--- config.mk ---
export PLATFORM = sky130hd
export DESIGN_NAME = mem_dumper
export DESIGN_NICKNAME = d
export VERILOG_FILES = /design/src/rtl/mem_dumper_pkg.sv /design/src/rtl/mem_dumper_tx_byte_gate.sv /design/src/rtl/mem_dumper.sv
export SDC_FILE = /design/constraint.sdc
export NUM_CORES = 1
export LEC_CHECK = 0
export CAP_MARGIN = 20
export CORE_MARGIN = 1
export CORE_UTILIZATION = 52
export CTS_BUF_LIST = sky130_fd_sc_hd__clkbuf_4 sky130_fd_sc_hd__clkbuf_8 sky130_fd_sc_hd__clkbuf_16
export DETAILED_ROUTE_END_ITERATION = 10
export PLACE_DENSITY = 0.77
export SYNTH_ARGS = -nofsm -noshare
export SYNTH_HDL_FRONTEND = slang
export SYNTH_SLANG_ARGS = --single-unit
--- constraint.sdc ---
create_clock -name i_clk -period 2.4 [get_ports i_clk]
set_input_delay 0.48 -clock i_clk [delete_from_list [all_inputs] [get_ports i_clk]]
set_output_delay 0.48 -clock i_clk [all_outputs]
set_load 0.01 [all_outputs]
--- src/rtl/mem_dumper_pkg.sv ---
// mem_dumper_pkg: shared types and constants for the memory dump unit.
// Provides the FSM state encoding, the trailer byte and the UART guard length.
package mem_dumper_pkg;

    localparam int          DEF_ADDR_WIDTH = 12;
    localparam int          DEF_CNT_WIDTH  = 12;
    localparam logic [7:0]  TRAILER_BYTE   = 8'hFF;
    // UART busy lags tx_en by one cycle, so tx_ready is ignored this long.
    localparam logic [1:0]  GUARD_CYCLES   = 2'd2;

    typedef enum logic [3:0] {
        IDLE,
        NEXT,
        REQ,
        READ,
        SEND_HI,
        SEND_LO,
        TRAIL_HI,
        TRAIL_LO,
        FINISH
    } dump_state_t;

endpackage

--- src/rtl/mem_dumper_tx_byte_gate.sv ---
// tx_byte_gate: hands one byte at a time to the UART, honouring tx_ready
// plus a post-pulse guard window.
// Ports: i_clk, i_rst (async, active high), i_send (byte pending), i_byte,
//        i_tx_ready (UART idle), o_accept (combinational: byte taken this
//        cycle), o_tx_data / o_tx_en (registered UART load port).
module tx_byte_gate
    import mem_dumper_pkg::*;
(
    input  logic       i_clk,
    input  logic       i_rst,
    input  logic       i_send,
    input  logic [7:0] i_byte,
    input  logic       i_tx_ready,
    output logic       o_accept,
    output logic [7:0] o_tx_data,
    output logic       o_tx_en
);

    logic [1:0] r_guard;
    logic [7:0] r_tx_data;
    logic       r_tx_en;
    logic       w_accept;

    assign w_accept = i_send && i_tx_ready && (r_guard == 2'd0);

    always_ff @(posedge i_clk or posedge i_rst) begin
        if (i_rst) begin
            r_guard   <= 2'd0;
            r_tx_data <= 8'h00;
            r_tx_en   <= 1'b0;
        end else begin
            r_tx_en <= w_accept;
            if (w_accept) begin
                r_tx_data <= i_byte;
                r_guard   <= GUARD_CYCLES;
            end else if (r_guard != 2'd0) begin
                r_guard <= r_guard - 2'd1;
            end
        end
    end

    assign o_accept  = w_accept;
    assign o_tx_data = r_tx_data;
    assign o_tx_en   = r_tx_en;

endmodule

--- src/rtl/mem_dumper.sv ---
// mem_dumper: reads word_count 16-bit words from memory and streams them to
// the UART high byte first, optionally followed by an FF FF trailer.
// Ports: i_clk, i_rst (async, active high); i_start/i_start_addr/i_word_count
//        command; o_busy/o_done status; o_mem_req/i_mem_gnt/o_mem_addr/
//        i_mem_rd_data bus requester; o_tx_data/o_tx_en/i_tx_ready UART.
module mem_dumper
    import mem_dumper_pkg::*;
#(
    parameter int ADDR_WIDTH = DEF_ADDR_WIDTH,
    parameter int CNT_WIDTH  = DEF_CNT_WIDTH,
    parameter bit TRAILER    = 1'b1
) (
    input  logic                  i_clk,
    input  logic                  i_rst,
    input  logic                  i_start,
    input  logic [ADDR_WIDTH-1:0] i_start_addr,
    input  logic [CNT_WIDTH-1:0]  i_word_count,
    output logic                  o_busy,
    output logic                  o_done,
    output logic                  o_mem_req,
    input  logic                  i_mem_gnt,
    output logic [ADDR_WIDTH-1:0] o_mem_addr,
    input  logic [15:0]           i_mem_rd_data,
    output logic [7:0]            o_tx_data,
    output logic                  o_tx_en,
    input  logic                  i_tx_ready
);

    dump_state_t           r_state;
    logic [ADDR_WIDTH-1:0] r_addr;
    logic [CNT_WIDTH-1:0]  r_count;
    logic [15:0]           r_buf;
    logic                  r_busy;
    logic                  r_done;
    logic                  r_mem_req;
    logic [ADDR_WIDTH-1:0] r_mem_addr;

    logic                  w_send;
    logic [7:0]            w_byte;
    logic                  w_accept;
    logic                  w_unused;

    // Words live at even addresses; bit 0 of the start address is dropped.
    assign w_unused = i_start_addr[0];

    always_comb begin
        w_send = 1'b0;
        w_byte = TRAILER_BYTE;
        unique case (r_state)
            SEND_HI: begin
                w_send = 1'b1;
                w_byte = r_buf[15:8];
            end
            SEND_LO: begin
                w_send = 1'b1;
                w_byte = r_buf[7:0];
            end
            TRAIL_HI, TRAIL_LO: w_send = 1'b1;
            default: ;
        endcase
    end

    tx_byte_gate u_gate (
        .i_clk      (i_clk),
        .i_rst      (i_rst),
        .i_send     (w_send),
        .i_byte     (w_byte),
        .i_tx_ready (i_tx_ready),
        .o_accept   (w_accept),
        .o_tx_data  (o_tx_data),
        .o_tx_en    (o_tx_en)
    );

    always_ff @(posedge i_clk or posedge i_rst) begin
        if (i_rst) begin
            r_state    <= IDLE;
            r_addr     <= '0;
            r_count    <= '0;
            r_buf      <= 16'h0000;
            r_busy     <= 1'b0;
            r_done     <= 1'b0;
            r_mem_req  <= 1'b0;
            r_mem_addr <= '0;
        end else begin
            r_done <= 1'b0;
            unique case (r_state)
                IDLE: begin
                    if (i_start) begin
                        r_addr  <= {i_start_addr[ADDR_WIDTH-1:1], 1'b0};
                        r_count <= i_word_count;
                        r_busy  <= 1'b1;
                        r_state <= NEXT;
                    end
                end
                NEXT: begin
                    if (r_count == '0) begin
                        r_state <= TRAILER ? TRAIL_HI : FINISH;
                    end else begin
                        r_mem_req  <= 1'b1;
                        r_mem_addr <= r_addr;
                        r_state    <= REQ;
                    end
                end
                REQ: begin
                    // Keep requesting until the arbiter grants.
                    if (i_mem_gnt) begin
                        r_state <= READ;
                    end
                end
                READ: begin
                    r_buf      <= i_mem_rd_data;
                    r_mem_req  <= 1'b0;
                    r_mem_addr <= '0;
                    r_state    <= SEND_HI;
                end
                SEND_HI: begin
                    if (w_accept) begin
                        r_state <= SEND_LO;
                    end
                end
                SEND_LO: begin
                    if (w_accept) begin
                        r_addr  <= r_addr + ADDR_WIDTH'(2);
                        r_count <= r_count - CNT_WIDTH'(1);
                        r_state <= NEXT;
                    end
                end
                TRAIL_HI: begin
                    if (w_accept) begin
                        r_state <= TRAIL_LO;
                    end
                end
                TRAIL_LO: begin
                    if (w_accept) begin
                        r_state <= FINISH;
                    end
                end
                FINISH: begin
                    r_done  <= 1'b1;
                    r_busy  <= 1'b0;
                    r_state <= IDLE;
                end
                default: r_state <= IDLE;
            endcase
        end
    end

    assign o_busy     = r_busy;
    assign o_done     = r_done;
    assign o_mem_req  = r_mem_req;
    assign o_mem_addr = r_mem_addr;

endmodule

==> key figures <==
Synth
  – Post-synth net total: 387
  – Synth Area per Inst: 10.4 um^2
  – Synth Register Bits: 69
  – Seq/Total Area, Yosys: 0.493
  – Instance count of the mapped netlist: 338
  – Post-synth cell types: 60
  – Syn. warnings: 0
  – Primary FF master, synth: dfrtp_1
  – Async SR Flop Fraction: 1.00
  – Netlist Area Pre-Place: 3500 um^2
  – Post-synth EDFFs: 0

Critical path
  – CP Data Arrival Time: 2.26 ns
  – CP required: 2.63 ns
  – Crit Path Max Fanout: 13
  – Crit path launch type: flip-flop
  – Crit end category: flip-flop
  – Reg-to-reg setup timing slack: 0.37 ns
  – Critical setup path kind: reg -> reg

CTS
  – Hold Buf Count CTS: 0
  – # H-tree levels: 3
  – CTS Sinks: 69
  – PostCTS Resize Cnt: 0
  – CTS Buf Count: 9
  – CTS tree: yes
  – CTS max path bufs: 2
  – Worst skew pair latency: 0.34 ns
  – Root buf cell: clkbuf_8
  – Post-CTS setup buffers: 0
  – Clock transition at path regs: 0.07 ns

Floorplan
  – FP Rows: 29
  – CORE AREA: 6420 um^2
  – I/O pin count: 69
  – Full die area: 7070 um^2
  – Die Span X: 84.1 um
  – Initial Util: 0.545
  – Die Height: 84.1 um

Timing
  – Max Clock Freq: 0.493 GHz
  – Fin. max-slew vios: 0
  – Crit path time final: 2.03 ns
  – Total negative slack: 0 ns
  – Crit share post-route: 0.845
  – Unrepaired setup endpoints after global routing: false
  – # setup viols final: 0
  – Slew headroom: 0.505
  – Measured slew at the worst slew-check pin: 0.735 ns
  – Clock Skew: 0.00866 ns
  – Fin Hold WS: 0.494 ns
  – Final Hold Fails: 0
  – Fin worst setup slack: 0.373 ns

Detailed routing
  – Final WL: 8.03 mm
  – DR iter-0 viols: 315
  – Via count: 2841
  – Drt wl/cell: 16.5 um
  – Vias per Instance: 5.83
  – Antenna-violating nets left: 0
  – # DRC: 8
  – Drt first pass iters: 7

Pwr
  – Maximum VDD drop: 0.498 mV
  – PwrDens: 1220 nW/um^2
  – Static Leak: 0.00189 uW

Run status
  – Status: finished with violations
  – Failing checks: design-rule violations

Finish
  – Fin nets: 454
  – Layout cells sized above 1: 0.149
  – Fin util: 0.688
  – # diodes: 0
  – FILL cells: 497
  – Area delta synth->final: 26.1%

Global routing
  – Largest net degree at the start of global routing: 31
  – Vias in the first global route: 2854
  – Antenna violations before repair: 0
  – GR Util All Layers: 0.246
  – First-pass GRT wire length: 13.5 mm
  – Gr ovfl total: 0

Min path
  – Min-Delay Path Class: reg -> reg

Placed design
  – Final HPWL DP: 5.59 mm
  – Dpl ws: 0.346 ns
  – Port Buf Inserts: 67
  – Gpl congestion: 0.838

Flow run
  – Max-Cap Viols: 0
area by class of cell:
class | instances | area (um^2) | area share
Clock inverter | 4 | 22.5 | 0.00510
Tap cell | 77 | 96.3 | 0.0218
Clock buffer | 12 | 159 | 0.0360
Timing Repair Buffer | 78 | 766 | 0.173
Sequential cell | 69 | 1730 | 0.391
Inverter | 20 | 77.6 | 0.0176
Multi-Input combinational cell | 227 | 1570 | 0.355
sequential cells by signal, summed over array words and instances, names as in the netlist, 2 cells and up:
name              count
o_mem_addr           12
r_addr               11
r_buf                16
r_count              12
r_state               4
u_gate.o_tx_data      8
u_gate.r_guard        2
layout by cell type (no fill, tap or decap), types with 4 or more instances in the layout:
| master | instances |
|---|---|
| a2111oi_0 | 8 |
| nor3_1 | 8 |
| nand3_1 | 13 |
| mux2i_1 | 13 |
| clkbuf_8 | 11 |
| ha_1 | 4 |
| a22oi_1 | 5 |
| o211ai_1 | 5 |
| buf_4 | 10 |
| inv_1 | 18 |
| dfrtp_1 | 69 |
| o21ai_0 | 19 |
| clkdlybuf4s50_1 | 67 |
| mux2_2 | 16 |
| nand2_1 | 22 |
| a21oi_1 | 12 |
| nor2b_1 | 9 |
| nor2_1 | 35 |
per-layer routing:
metal | vias to the layer above | part of all wire | wire length [um] | GRT usage
li1 | 1363 | - | - | -
met1 | 1373 | 0.44 | 3550 | 0.329
met2 | 90 | 0.49 | 3950 | 0.391
met3 | 15 | 0.046 | 373 | 0.0465
met4 | 0 | 0.019 | 155 | 0.105
met5 | - | 0 | 0 | 0
Yosys cell counts, types with 4 or more instances:
cell type,number,area [um^2]
dfrtp_1,69,1730
nor2_1,35,131
nand2_1,22,82.6
inv_1,19,71.3
o21ai_0,19,95.1
mux2_2,16,180
mux2i_1,13,130
nand3_1,13,65.1
a21oi_1,12,60.1
buf_2,10,50.1
nor2b_1,9,56.3
a2111oi_0,8,70.1
nor3_1,8,40.0
a22oi_1,5,37.5
clkbuf_1,5,18.8
o211ai_1,5,37.5
buf_6,4,45.0
ha_1,4,50.1
cell families (layout without fill, tap and decap cells):
| group | Yosys count | after routing | share of synthesized area |
|---|---|---|---|
| DFF | 69 | 69 | 0.493 |
| adders and majority gates | 4 | 4 | 0.0143 |
| muxes | 29 | 29 | 0.0886 |
| and+or+nand+nor | 118 | 118 | 0.187 |
| buffers and inverters | 42 | 114 | 0.0611 |
| AOI/OAI and AO/OA | 76 | 76 | 0.156 |
power breakdown:
group | internal (uW) | total (uW) | switching (uW)
Combinational | 1170 | 2380 | 1210
Sequential | 1700 | 2140 | 437
Clock | 438 | 879 | 441
per-stage QoR:
step	power, uW	cell area (um^2)	std cells
floorplan	3730	3500	338
global placement	4410	4230	471
detailed placement	4530	4230	471
CTS	5420	4420	487
global route	5770	4420	487
finish	5400	4420	487
critical path, cell delays in order (launching register included):
cell and delay, ns:
dfrtp_1 0.48, nor2b_1 0.60, nand3_2 0.50, and3_1 0.34
worst paths after layout:
kind / from / to / depth (start not counted)
worst max register to register: r_state[0]$_DFFE_PP0P_ / o_mem_addr[0]$_DFFE_PP0P_ / 3
worst min register to register: u_gate.r_guard[0]$_DFFE_PP0P_ / u_gate.r_guard[0]$_DFFE_PP0P_ / 1
min in group asynchronous: i_rst / r_buf[1]$_DFFE_PP0P_ / 2
worst min-delay path: u_gate.r_guard[0]$_DFFE_PP0P_ / u_gate.r_guard[0]$_DFFE_PP0P_ / 1
max in group asynchronous: i_rst / r_state[3]$_DFFE_PP0P_ / 3
worst max-delay path: r_state[0]$_DFFE_PP0P_ / o_mem_addr[0]$_DFFE_PP0P_ / 3
(Power assumes the default switching activity.)
